<file path="config.mk">
export PLATFORM = sky130hd
export DESIGN_NAME = operand_tf_result_serializer
export DESIGN_NICKNAME = d
export VERILOG_FILES = /design/src/rtl/operand_tf_result_serializer.sv
export SDC_FILE = /design/constraint.sdc
export NUM_CORES = 1
export LEC_CHECK = 0
export ABC_CLOCK_PERIOD_IN_PS = 2000
export BUFFER_PORTS_ARGS = -buffer_cell sky130_fd_sc_hd__buf_2
export CAP_MARGIN = 15
export CORE_AREA = 5 5 232 234
export CTS_BUF_LIST = sky130_fd_sc_hd__clkbuf_16
export CTS_CLUSTER_SIZE = 25
export DETAILED_ROUTE_END_ITERATION = 10
export DIE_AREA = 0 0 237 239
export GPL_TIMING_DRIVEN = 1
export PLACE_DENSITY = 0.72
export SLEW_MARGIN = 20
export SYNTH_ARGS = -nofsm -noshare
export SYNTH_HDL_FRONTEND = slang
export SYNTH_SLANG_ARGS = --single-unit
</file>
<file path="constraint.sdc">
create_clock -name clk -period 2 [get_ports clk]
set_input_delay 0.2 -clock clk [delete_from_list [all_inputs] [get_ports clk]]
set_output_delay 0.2 -clock clk [all_outputs]
set_load 0.02 [all_outputs]
</file>
<file path="src/rtl/operand_tf_result_serializer.sv">
// Width converter for the operand transformer: captures one full result vector and
// drains it to the consumer as narrow beats of LANES elements, lowest elements first.
module operand_tf_result_serializer #(
    parameter int unsigned ELEM_W    = 16,
    parameter int unsigned NUM_ELEM  = 32,
    parameter int unsigned LANES     = 4,
    localparam int unsigned BEATS     = NUM_ELEM / LANES,
    localparam int unsigned BEAT_W    = $clog2(BEATS),
    localparam int unsigned BEAT_BITS = LANES * ELEM_W
) (
    input  logic                         clk,
    input  logic                         rst_n,
    input  logic                         in_valid,
    output logic                         in_ready,
    input  logic [NUM_ELEM*ELEM_W-1:0]   in_data,
    output logic                         out_valid,
    input  logic                         out_ready,
    output logic [BEAT_BITS-1:0]         out_data,
    output logic                         out_last,
    output logic [BEAT_W-1:0]            out_beat_idx,
    output logic [15:0]                  vec_cnt,
    output logic                         busy
);

    typedef enum logic {StIdle, StSend} state_e;

    localparam logic [BEAT_W-1:0] LastBeat = BEAT_W'(BEATS - 1);

    state_e                             state_q;
    logic [BEAT_W-1:0]                  beat_q;
    // One row per output beat, so a beat is a plain row select.
    logic [BEATS-1:0][BEAT_BITS-1:0]    buf_q;
    logic [15:0]                        vec_cnt_q;

    logic last_beat;
    logic beat_done;
    logic accept;

    assign last_beat = (state_q == StSend) && (beat_q == LastBeat);
    // Releasing the producer in the final-beat cycle is what gives back-to-back vectors.
    assign in_ready  = (state_q == StIdle) | (last_beat & out_ready);
    assign accept    = in_valid & in_ready;
    assign beat_done = (state_q == StSend) & out_ready;

    assign out_valid    = (state_q == StSend);
    assign busy         = (state_q == StSend);
    assign out_last     = last_beat;
    assign out_data     = buf_q[beat_q];
    assign out_beat_idx = beat_q;
    assign vec_cnt      = vec_cnt_q;

    always_ff @(posedge clk or negedge rst_n) begin
        if (!rst_n) begin
            state_q   <= StIdle;
            beat_q    <= '0;
            buf_q     <= '0;
            vec_cnt_q <= '0;
        end else begin
            case (state_q)
                StIdle: begin
                    if (accept) begin
                        buf_q   <= in_data;
                        beat_q  <= '0;
                        state_q <= StSend;
                    end
                end
                StSend: begin
                    if (beat_done) begin
                        if (last_beat) begin
                            vec_cnt_q <= vec_cnt_q + 16'd1;
                            beat_q    <= '0;
                            if (accept) begin
                                buf_q <= in_data;
                            end else begin
                                state_q <= StIdle;
                            end
                        end else begin
                            beat_q <= beat_q + 1'b1;
                        end
                    end
                end
                default: state_q <= StIdle;
            endcase
        end
    end

endmodule

</file>
# After elaboration in Yosys (flattened, before gate mapping)
# Cells that the tools add are included.
[classes] n_bitwise=5 muxes=14 n_reduce_logical=4 order_cmp=1 eq_ne=4 addsub=2
[ops] operator="$mux W512" n=3
[ops] operator="$pmux W512 S2" n=1
[ops] operator="$bmux W64 S3" n=1
[ops] operator="$mux W64" n=1
[ops] operator="$add A16 B1 Y16 const B" n=1
[ops] operator="$mux W3" n=3
[ops] operator="$pmux W3 S2" n=1
[ops] operator="$lt A3 B4 Y1 const B" n=1
[ops] operator="$ne A2 B1 Y1 const B" n=2
[ops] operator="$reduce_and A2 Y1" n=2
[ops] operator="$add A3 B1 Y3 const B" n=1
[ops] operator="$and A1 B1 Y1" n=3
[ops] operator="$eq A3 B3 Y1 const B" n=1
[ops] operator="$mux W1" n=3
[ops] operator="$reduce_and A3 Y1" n=1
[ops] operator="$ne A2 B2 Y1 const B" n=1
[ops] operator="$pmux W1 S2" n=1
[ops] operator="$logic_and A1 B1 Y1" n=1
[ops] operator="$not A1 Y1" n=1
[ops] operator="$or A1 B1 Y1" n=1
[totals] inputBits=516 regBits=532 out_inout_bits=87 word_cells=41

# Logic depth before layout (Yosys ltp)
# Gate-level depths: netlist (run 1).
[depth] depth_word=9 mapped_depth=8 mapped_depth_nobuf=6

# Worst setup path after synthesis (run 1)
# No wires, ideal clock.
[synth_timing] path_kind="flip-flop to flip-flop" from="register beat_q[1] (netlist: out_beat_idx[1])" to="register buf_q[100] in the netlist's numbering" path_buffers=2 setup_ps=127 t_required_ps=1873 path_slack_ps=-21 arrival_ps=1894 synth_period_minus_slack_ps=2021 stages_incl_launch_ff=9 cell_sequence="dfrtp_1 ha_1 ha_1 nand2_1 nand2_2 nand2_4 buf_6 buf_6 mux2_1"
[synth_via] elab_chain_len=9 elab_cells_between_ends=11 cone_classes="eq/ne: 2; mux: 4; bitwise: 3; reduce/logical: 2"
[synth_lines] item="from (decl)" line_no="30" rtl="logic [BEAT_W-1:0] beat_q;"
[synth_lines] item="from (signal assigned)" line_no="78" rtl="beat_q <= beat_q + 1'b1;"
[synth_lines] item="$eq A3 B3 Y1 *" line_no="39" rtl="assign last_beat = (state_q == StSend) && (beat_q == LastBeat);"
[synth_lines] item="$logic_and A1 B1 Y1 *" line_no="39"
[synth_lines] item="$and A1 B1 Y1 *" line_no="41" rtl="assign in_ready = (state_q == StIdle) | (last_beat & out_ready);"
[synth_lines] item="$or A1 B1 Y1 *" line_no="41"
[synth_lines] item="via in_ready" line_no="14" rtl="output logic in_ready,"
[synth_lines] item="$and A1 B1 Y1 *" line_no="42" rtl="assign accept = in_valid & in_ready;"
[synth_lines] item="$mux W512 *"
[synth_lines] item="$mux W512 (2 in series)"
[synth_lines] item="$pmux W512 S2 *"
[synth_lines] item="to (signal assigned)" line_no="62" rtl="buf_q <= in_data;"
[synth_lines] item="to (signal assigned)" line_no="73" rtl="buf_q <= in_data;"
[synth_lines] item="to (decl)" line_no="32" rtl="logic [BEATS-1:0][BEAT_BITS-1:0] buf_q;"
# Mark *: on every way through the listed nets, which the timed path passes. The rest lies on a longest branch. The select of a mux whose other input is x is not followed.
# A chain may end at the register's enable or synchronous reset.

# Worst setup path in the final report (run 1)
[layout_timing] from="register beat_q[0] (netlist: out_beat_idx[0])" to="output port out_data[60]"
[layout_via] elab_chain_len=2
[layout_lines] item="$bmux W64 S3" line_no="48" rtl="assign out_data = buf_q[beat_q];"
[layout_lines] item="$mux W64 (implied by the code)" line_no="48"
[layout_lines] item="to (decl)" line_no="18" rtl="output logic [BEAT_BITS-1:0] out_data,"
# Every way passes these cells. The select of a mux whose other input is x is not followed.

==> results.json, run 1 <==
{
  "status": "complete, but fails checks",
  "violations": "setup timing",
  "synthArstFlopShare": 1.00,
  "wl_met2_mm": 49.1,
  "grt-ovfl-total": 0,
  "io_buffers": 602,
  "start_util": 0.463,
  "wl_met1_mm": 32.9,
  "yosysSeqAreaShare": 0.555,
  "grt_pass1_wl_mm": 137,
  "grt_max_degree": 68,
  "synth-seq-cells": 532,
  "path_clk_slew_ns": 0.06,
  "synthAdderAreaFrac": 0.00157,
  "syn_avg_cell_area_sq_um": 15.7,
  "cp_max_fo": 9,
  "antenna_found_initial": 18,
  "grt_usage": 0.314,
  "first_global_vias": 22600,
  "final_hold_viol_count": 0,
  "p_leak_nw": 18.0,
  "die_w_um": 237,
  "synth-xor-area-share": 0.00548,
  "clock_path_buffers": 3,
  "top_layer_used": "met5",
  "max_stage_delay_ns": 0.54,
  "crit_family": "buffers and inverters",
  "row_count": 84,
  "die-area_sq_um": 56600,
  "n_fill_cell": 2835,
  "nNetsFinal": 3305,
  "dp_worst_setup_slack_ns": -0.108,
  "synth_nets": 2048,
  "fmax_ghz": 0.384,
  "rsz0062_at_grt": "yes",
  "ios": 603,
  "skew_ns": 0.0274,
  "area_growth_syn_to_layout_pct": 57.0,
  "core_sq_um": 51800,
  "netlist_instances": 1529,
  "cellPowerDensity_nw_per_um2": 1400,
  "startpoint_type": "flop",
  "cp_cell_sequence": "buf_12 > buf_8 > buf_6 > mux4_2 > nand2_2 > nand2_2 > buf_6",
  "hold_slack_ns": 0.124,
  "clock_latency_ns": 0.61,
  "drc_errors": 0,
  "met3_length_mm": 7.19,
  "slowest_stage": "mux4_2",
  "synth_compound_area_frac": 0.00157,
  "post_route_cells_drive_above_1_share": 0.406,
  "root_buffer": "clkbuf_16",
  "fin_crit_ns": 2.60,
  "critPathKind": "reg2out",
  "synth-main-ff-cell": "dfrtp_1",
  "min-delay-path-class": "in2async",
  "timing.slew.headroom": 0.629,
  "globalplace.congestion": 0.925,
  "dr.pass1.iters": 5,
  "cts_sinks": 532,
  "worstPathArrival_ns": 2.40,
  "drt_iter0_drc": 1532,
  "finalCritPeriodShare": 1.30,
  "netlist_area_sq_um": 24000,
  "setup-violations-final": 581,
  "dpl.hpwl_mm": 50.2,
  "ant_nets": 0,
  "muxShareOfSynthArea": 0.361,
  "synth_top_family_by_area": "multiplexers",
  "finalWirelength_mm": 95.8,
  "ys_warn_count": 0,
  "critPathBufInv": 4,
  "yosys.area_share.simple": 0.0388,
  "cts_buffers": 56,
  "h-tree-depth": 2,
  "wl_per_cell_um": 27.1,
  "synth-edff-count": 0,
  "maxCapViolations": 0,
  "drv_slew": 0,
  "setup_ws_ns": -0.603,
  "required_ns": 1.80,
  "cts_tree": "yes",
  "fp.dieH_um": 239,
  "viasPerCell": 5.65,
  "end_kind": "output port",
  "tightestPinTransition_ns": 0.556,
  "ys_types": 31,
  "irDropWorstVdd_mv": 0.980,
  "vias": 20000
}
state kept, by name, summed over array words and instances, names as in the netlist:
name and count:
vec_cnt 16, out_beat_idx 3, busy 1, buf_q 512
metrics by stage:
stage	utilization	setup TNS [ns]	power [mW]	instance area, sq um	std cells
floorplan	-	0	30.2	24000	1529
global placement	0.545	-34.40	35.7	28300	2817
detailed placement	0.545	-32.81	36.5	28300	2817
CTS	0.712	-169.44	49.0	36900	3493
global route	0.726	-192.29	54.7	37600	3532
finish	0.726	-156.84	52.7	37600	3535
synth_stat cells, types with 3 or more instances:
cell type,instances,area (sq um)
dfrtp_1,532,13300
clkbuf_1,12,45.0
buf_2,23,115
xor2_1,6,52.6
nand4_1,3,18.8
nand3_1,8,40.0
buf_1,4,15.0
mux2_2,33,372
mux2_1,480,5410
mux4_2,128,2880
ha_1,3,37.5
inv_1,3,11.3
buf_6,53,597
buf_4,10,75.1
nor2_1,3,11.3
nand2_1,198,743
xnor2_1,9,78.8
and3_1,3,18.8
worst register-to-register path, delay by kind of cell, from the launching register on:
kind	cells	cell delay, ns
flops	1	0.51
buf+inv	5	0.76
mux	1	0.35
fa+ha+maj	2	0.41
simple gates	3	0.28
placed cells by master, fill, tap and decap left out, drive strengths merged, types with 3 or more instances in the layout:
master       instances
buf                763
dfrtp              532
dlygate4sd3        515
mux2               513
nand2              200
mux4               128
clkbuf              68
diode               21
inv                 20
clkinv              19
bufbuf              13
xnor2                9
nand3                9
xor2                 6
nor2                 3
nand4                3
and3                 3
bufinv               3
ha                   3
power breakdown:
group          switching, mW  internal [mW]  leakage, nW
sequential              3.57           16.0         6.49
combinational           11.0           12.1         10.7
clock                   4.55           5.58        0.899
per-layer routing:
layer | track usage | vias to the layer above
met5 | 0 | -
met4 | 0.184 | 2
li1 | - | 8108
met3 | 0.0630 | 465
met1 | 0.361 | 10100
met2 | 0.547 | 1293
repair_timing:
action | 4_1_cts | 5_1_grt
hold buffers | 515 | 0
gates cloned | 32 | 10
gates resized for setup | 125 | 132
pin swaps | 2 | 1
endpoints found under the hold margin | 817 | 0
setup buffers | 31 | 13
setup endpoints to repair | 564 | 587
cells by family (layout without fill, tap and decap cells):
logic type               Yosys count  after routing
flip-flops                       532            532
other                              0             21
AND/OR/NAND/NOR                  227            227
multiplexers                     641            641
adder cells (fa/ha/maj)            3              3
buffers and inverters            105           1402
AO/OA/AOI/OAI                      6              6
XOR/XNOR                          15             15
final timing paths:
path | start | endpoint | slack [ns] | cells past startpoint
worst min-delay path | rst_n | buf_q[500]$_DFFE_PN0P_ | 0.12 | 2
worst max register to register | out_beat_idx[0]$_DFFE_PN0P_ | buf_q[307]$_DFFE_PN0P_ | -0.42 | 11
min in group clk | in_data[131] | buf_q[131]$_DFFE_PN0P_ | 0.34 | 3
max in group asynchronous | rst_n | buf_q[268]$_DFFE_PN0P_ | 0.90 | 3
worst max-delay path | out_beat_idx[0]$_DFFE_PN0P_ | out_data[60] | -0.60 | 7
worst min register to register | buf_q[154]$_DFFE_PN0P_ | buf_q[154]$_DFFE_PN0P_ | 0.49 | 1
final cells by class:
| class | count | area [sq um] | share of cell area |
|---|---|---|---|
| diodes | 21 | 52.6 | 0.00140 |
| clock buffers | 58 | 1450 | 0.0386 |
| clock inverters | 40 | 255 | 0.00678 |
| inverters | 3 | 12.5 | 0.000333 |
| multi-input cells | 892 | 10200 | 0.271 |
| flip-flops and latches | 532 | 13300 | 0.354 |
| well taps | 688 | 861 | 0.0229 |
| repair buffers | 1301 | 11500 | 0.305 |
(Power assumes the default switching activity.)
==> run 2, diff against run 1 <==
--- a/config.mk
+++ b/config.mk
@@ -5,7 +5,7 @@
 export SDC_FILE = /design/constraint.sdc
 export NUM_CORES = 1
 export LEC_CHECK = 0
-export ABC_CLOCK_PERIOD_IN_PS = 2000
+export ABC_CLOCK_PERIOD_IN_PS = 2400
 export BUFFER_PORTS_ARGS = -buffer_cell sky130_fd_sc_hd__buf_2
 export CAP_MARGIN = 15
 export CORE_AREA = 5 5 232 234
==> constraint.sdc (replaced) <==
create_clock -name clk -period 2.4 [get_ports clk]
set_input_delay 0.24 -clock clk [delete_from_list [all_inputs] [get_ports clk]]
set_output_delay 0.24 -clock clk [all_outputs]
set_load 0.02 [all_outputs]
==> run 2 against run 1 <==
Effect of this change:
- the flow still finishes with violations (setup timing)
- critical path depth is the same
- non-clock buffer count fell by 107
- final cell count shrank 2.9%
- clock power down 17%
- combinational power down 20%
- wire length is 11% lower
- global-route usage fell by 2.7 points
- sequential share of layout area is 1.8 points higher
- worst hold slack better by 0.0041 ns
- clock-buffer cell count shrank 1
- clock skew decreased by 0.0071 ns
==> results.json, run 2 (synthesis results as in run 1) <==
{
  "layout_common_cells": "buf_2 (558), dfrtp_1 (529), dlygate4sd3_1 (515)",
  "tightestPinTransition_ns": 0.793,
  "drt_iter0_drc": 1150,
  "wl_met2_mm": 44.1,
  "dp_worst_setup_slack_ns": 0.180,
  "fmax_ghz": 0.385,
  "antenna_found_initial": 21,
  "timing.slew.headroom": 0.471,
  "fp.dieH_um": 239,
  "vias": 18900,
  "p_leak_nw": 16.7,
  "irDropWorstVdd_mv": 0.854,
  "clock_path_buffers": 3,
  "io_buffers": 602,
  "dr.pass1.iters": 7,
  "h-tree-depth": 2,
  "rsz0062_at_grt": "yes",
  "die-area_sq_um": 56600,
  "drv_slew": 0,
  "rr_endpoint": "buf_q[405]$_DFFE_PN0P_",
  "grt_pass1_wl_mm": 126,
  "cp_max_fo": 7,
  "skew_ns": 0.0203,
  "globalplace.congestion": 0.889,
  "max_stage_delay_ns": 0.51,
  "cellPowerDensity_nw_per_um2": 1200,
  "largest_reg_flops": 512,
  "viasPerCell": 5.50,
  "top_layer_used": "met5",
  "cp_common_cell": "buf_12",
  "setup_tns_ns": -7.39,
  "cts_tree": "yes",
  "fin_crit_ns": 2.60,
  "core_sq_um": 51800,
  "slowest_stage": "mux4_2",
  "dpl.hpwl_mm": 48.2,
  "cts_buffers": 57,
  "start_util": 0.463,
  "timing.reg2reg.setup_slack_ns": 0.09,
  "clock_latency_ns": 0.59,
  "largest_register": "buf_q",
  "row_count": 84,
  "n_fill_cell": 3091,
  "wl_met1_mm": 30.6,
  "grt_usage": 0.287,
  "finalCritPeriodShare": 1.08,
  "wl_per_cell_um": 24.9,
  "maxCapViolations": 0,
  "cts_sinks": 532,
  "first_global_vias": 21400,
  "required_ns": 2.16,
  "end_kind": "output port",
  "status": "complete, but fails checks",
  "final_hold_viol_count": 0,
  "root_buffer": "clkbuf_16",
  "die_w_um": 237,
  "min-delay-path-class": "in2async",
  "met3_length_mm": 5.84,
  "setup_ws_ns": -0.198,
  "area_growth_syn_to_layout_pct": 49.2,
  "critPathKind": "reg2out",
  "r2r_cells": 7,
  "grt-ovfl-total": 0,
  "path_clk_slew_ns": 0.06,
  "grt_max_degree": 106,
  "setup-violations-final": 64,
  "drc_errors": 0,
  "power_mw": 43.0,
  "ant_nets": 0,
  "post_route_cells_drive_above_1_share": 0.370,
  "startpoint_type": "flop",
  "cp_cell_sequence": "buf_12 > buf_12 > buf_12 > mux4_2 > nand2_1 > nand2_2 > buf_4",
  "violations": "setup timing",
  "layout_commonest_cell": "buf_2",
  "nNetsFinal": 3199,
  "worstPathArrival_ns": 2.36,
  "fin_util": 0.690,
  "finalWirelength_mm": 85.5,
  "ios": 603,
  "timing.rr.start": "out_beat_idx[0]$_DFFE_PN0P_"
}
==> run 2: metrics by stage <==
step | hold slack, ns | area [sq um] | cells
after floorplan | -0.0556 | 24000 | 1529
after global placement | 0.145 | 27800 | 2767
after detailed placement | 0.153 | 27800 | 2767
after CTS | 0.117 | 35400 | 3407
after global routing | 0.151 | 35800 | 3426
final | 0.128 | 35800 | 3431
==> run 2: area by class of cell <==
cell class,count,area (sq um),share of cell area
Antenna cell,21,52.6,0.00147
Timing Repair Buffer,1194,9770,0.273
Tap cell,688,861,0.0241
Sequential cell,532,13300,0.373
Inverter,3,12.5,0.000350
Clock inverter,44,297,0.00829
Clock buffer,57,1430,0.0399
Multi-Input combinational cell,892,10000,0.280
==> run 2: worst max-delay path: cells and delay by family, from the launching register on <==
kind	cells	cell delay [ns]
buffers and inverters	4	0.59
multiplexers	1	0.51
flip-flops	1	0.47
AND/OR/NAND/NOR	2	0.21
==> run 2: metal layers <==
metal | GRT usage | up-vias
met2 | 0.498 | 1013
met5 | 0 | -
li1 | - | 7893
met1 | 0.342 | 9590
met4 | 0.143 | 6
met3 | 0.0608 | 358
==> run 2: worst max-delay path by stage <==
stage / start / endpoint / depth (start not counted)
after floorplan: out_beat_idx[1]$_DFFE_PN0P_ / buf_q[100]$_DFFE_PN0P_ / 8
after global placement: out_beat_idx[0]$_DFFE_PN0P_ / out_data[29] / 6
after detailed placement: out_beat_idx[0]$_DFFE_PN0P_ / buf_q[488]$_DFFE_PN0P_ / 8
after CTS: out_beat_idx[0]$_DFFE_PN0P_ / out_data[32] / 7
after global routing: out_beat_idx[0]$_DFFE_PN0P_ / out_data[3] / 7
final: out_beat_idx[0]$_DFFE_PN0P_ / out_data[3] / 7
==> run 2: what timing repair did <==
item,4_1_cts,5_1_grt
pin swaps,9,24
setup endpoints to repair,64,64
gates resized for setup,87,116
cloned,10,3
hold buffers,515,0
endpoints found under the hold margin,793,0
buffers inserted,14,3
==> run 2: report_power, final <==
part           total (mW)  internal, mW  switching (mW)
Sequential           16.0          13.3            2.74
Combinational        18.5          9.79            8.75
Clock                8.41          4.71            3.71
==> run 3, diff against run 2 <==
--- a/config.mk
+++ b/config.mk
@@ -5,7 +5,7 @@
 export SDC_FILE = /design/constraint.sdc
 export NUM_CORES = 1
 export LEC_CHECK = 0
-export ABC_CLOCK_PERIOD_IN_PS = 2400
+export ABC_CLOCK_PERIOD_IN_PS = 3300
 export BUFFER_PORTS_ARGS = -buffer_cell sky130_fd_sc_hd__buf_2
 export CAP_MARGIN = 15
 export CORE_AREA = 5 5 232 234
==> constraint.sdc (replaced) <==
create_clock -name clk -period 3.3 [get_ports clk]
set_input_delay 0.33 -clock clk [delete_from_list [all_inputs] [get_ports clk]]
set_output_delay 0.33 -clock clk [all_outputs]
set_load 0.02 [all_outputs]
==> run 3 against run 2 <==
Effect of this change:
- the run now ends clean
- die area unchanged
- critical path depth is 1 lower
- register-to-register slack improved by 0.57 ns
- final cell count decreased by 0.93%
- largest cell class unchanged
- largest power group is now registers
==> results.json, run 3 (synthesis results as in run 1) <==
{
  "status": "finished, final reports clean",
  "viasPerCell": 5.34,
  "clock_latency_ns": 0.60,
  "post_cts_buffers": 0,
  "setup-violations-final": 0,
  "largest_reg_flops": 512,
  "dr.pass1.iters": 5,
  "maxCapViolations": 0,
  "timing.reg2reg.setup_slack_ns": 0.66,
  "setup_tns_ns": 0,
  "layout_common_cells": "buf_2 (601), dfrtp_1 (529), dlygate4sd3_1 (514)",
  "area_growth_syn_to_layout_pct": 44.2,
  "irDropWorstVdd_mv": 0.563,
  "vias": 18200,
  "finalCritPeriodShare": 0.928,
  "critPathKind": "reg2out",
  "end_kind": "output port",
  "design_area_sq_um": 34600,
  "layout_commonest_cell": "buf_2",
  "tightestPinTransition_ns": 0.918,
  "globalplace.congestion": 0.907,
  "antenna_found_initial": 25,
  "fmax_ghz": 0.327,
  "io_buffers": 602,
  "p_leak_nw": 16.2,
  "first_global_vias": 21100,
  "fin_crit_ns": 3.06,
  "root_buffer": "clkbuf_16",
  "cts_sinks": 532,
  "cts_tree": "yes",
  "startpoint_type": "flop",
  "placed_area_sq_um": 27500,
  "die-area_sq_um": 56600,
  "setup_ws_ns": 0.237,
  "cts-hold-fix-buffers": 514,
  "die_w_um": 237,
  "drt_iter0_drc": 940,
  "path_clk_slew_ns": 0.06,
  "row_count": 84,
  "wl_per_cell_um": 23.0,
  "timing.slew.headroom": 0.388,
  "core_sq_um": 51800,
  "ctsResizeCount": 0,
  "ant_nets": 0,
  "cp_max_fo": 40,
  "largest_register": "buf_q",
  "start_util": 0.463,
  "ios": 603,
  "clock_path_buffers": 3,
  "grt_usage": 0.272,
  "required_ns": 2.97,
  "grt_pass1_wl_mm": 121,
  "dpl.hpwl_mm": 47.3,
  "finalWirelength_mm": 78.2,
  "cellPowerDensity_nw_per_um2": 838,
  "drv_slew": 0,
  "cts_buffers": 57,
  "fp.dieH_um": 239,
  "drc_errors": 0,
  "h-tree-depth": 2,
  "nNetsFinal": 3160,
  "rsz0062_at_grt": "no",
  "final_hold_viol_count": 0,
  "post_route_cells_drive_above_1_share": 0.331,
  "grt-ovfl-total": 0,
  "min-delay-path-class": "in2reg",
  "dp_worst_setup_slack_ns": 0.702,
  "n_fill_cell": 3380,
  "grt_max_degree": 131,
  "worstPathArrival_ns": 2.73,
  "skew_ns": 0.0107
}
==> run 3: cell count changes in the layout (fill, tap and decap cells not counted), moves of 2 or more <==
cell,change
clkinv_2,+6
nand2_1,+86
buf_6,-43
buf_4,-6
inv_1,-2
buf_12,-14
nand2_2,-86
clkinvlp_4,-2
buf_2,+43
buf_16,-13
diode_2,+3
==> run 3: layout make-up <==
| cell class | instances | area, sq um | area share |
|---|---|---|---|
| inverter | 3 | 12.5 | 0.000362 |
| timing repair buffer | 1155 | 8690 | 0.251 |
| clock inverter | 46 | 330 | 0.00956 |
| clock buffer | 59 | 1480 | 0.0427 |
| multi-input combinational | 892 | 9810 | 0.284 |
| antenna | 24 | 60.1 | 0.00174 |
| tap | 688 | 861 | 0.0249 |
| sequential | 532 | 13300 | 0.386 |
==> run 3: metrics by stage <==
stage	hold WS (ns)	instances	utilization	total power [mW]
after global routing	0.129	3396	0.667	30.4
final	0.113	3399	0.667	29.0
after detailed placement	0.333	2756	0.532	21.8
after global placement	0.322	2756	0.532	21.3
after CTS	0.0658	3375	0.666	28.6
after floorplan	0.0344	1529	-	18.3
==> run 3: worst max-delay path, cell delays in order, from the launching register on <==
cell,delay (ns)
dfrtp_4,0.42
buf_12,0.31
buf_12,0.33
mux4_2,0.55
nand2_1,0.10
nand2_1,0.15
buf_2,0.20
==> run 3: routing by layer <==
layer,up-vias,GRT usage,wire length [um]
met5,-,0,27
met4,4,0.145,4160
met3,304,0.0579,4970
met2,855,0.465,40000
met1,9223,0.326,29000
li1,7770,-,-
==> run 3: path summary, 6_finish.rpt <==
path | depth (start not counted) | start | end
setup / recovery | 6 | out_beat_idx[0]$_DFFE_PN0P_ | out_data[63]
hold / removal | 3 | out_ready | vec_cnt[2]$_DFFE_PN0P_
setup reg to reg | 7 | out_beat_idx[0]$_DFFE_PN0P_ | buf_q[149]$_DFFE_PN0P_
hold reg to reg | 1 | buf_q[439]$_DFFE_PN0P_ | buf_q[439]$_DFFE_PN0P_
max in group asynchronous | 4 | rst_n | buf_q[469]$_DFFE_PN0P_
min in group asynchronous | 2 | rst_n | buf_q[501]$_DFFE_PN0P_
==> run 3: report_power, final <==
part | switching, mW | internal, mW
logic | 5.47 | 5.67
clock network | 2.64 | 3.60
registers | 1.91 | 9.67
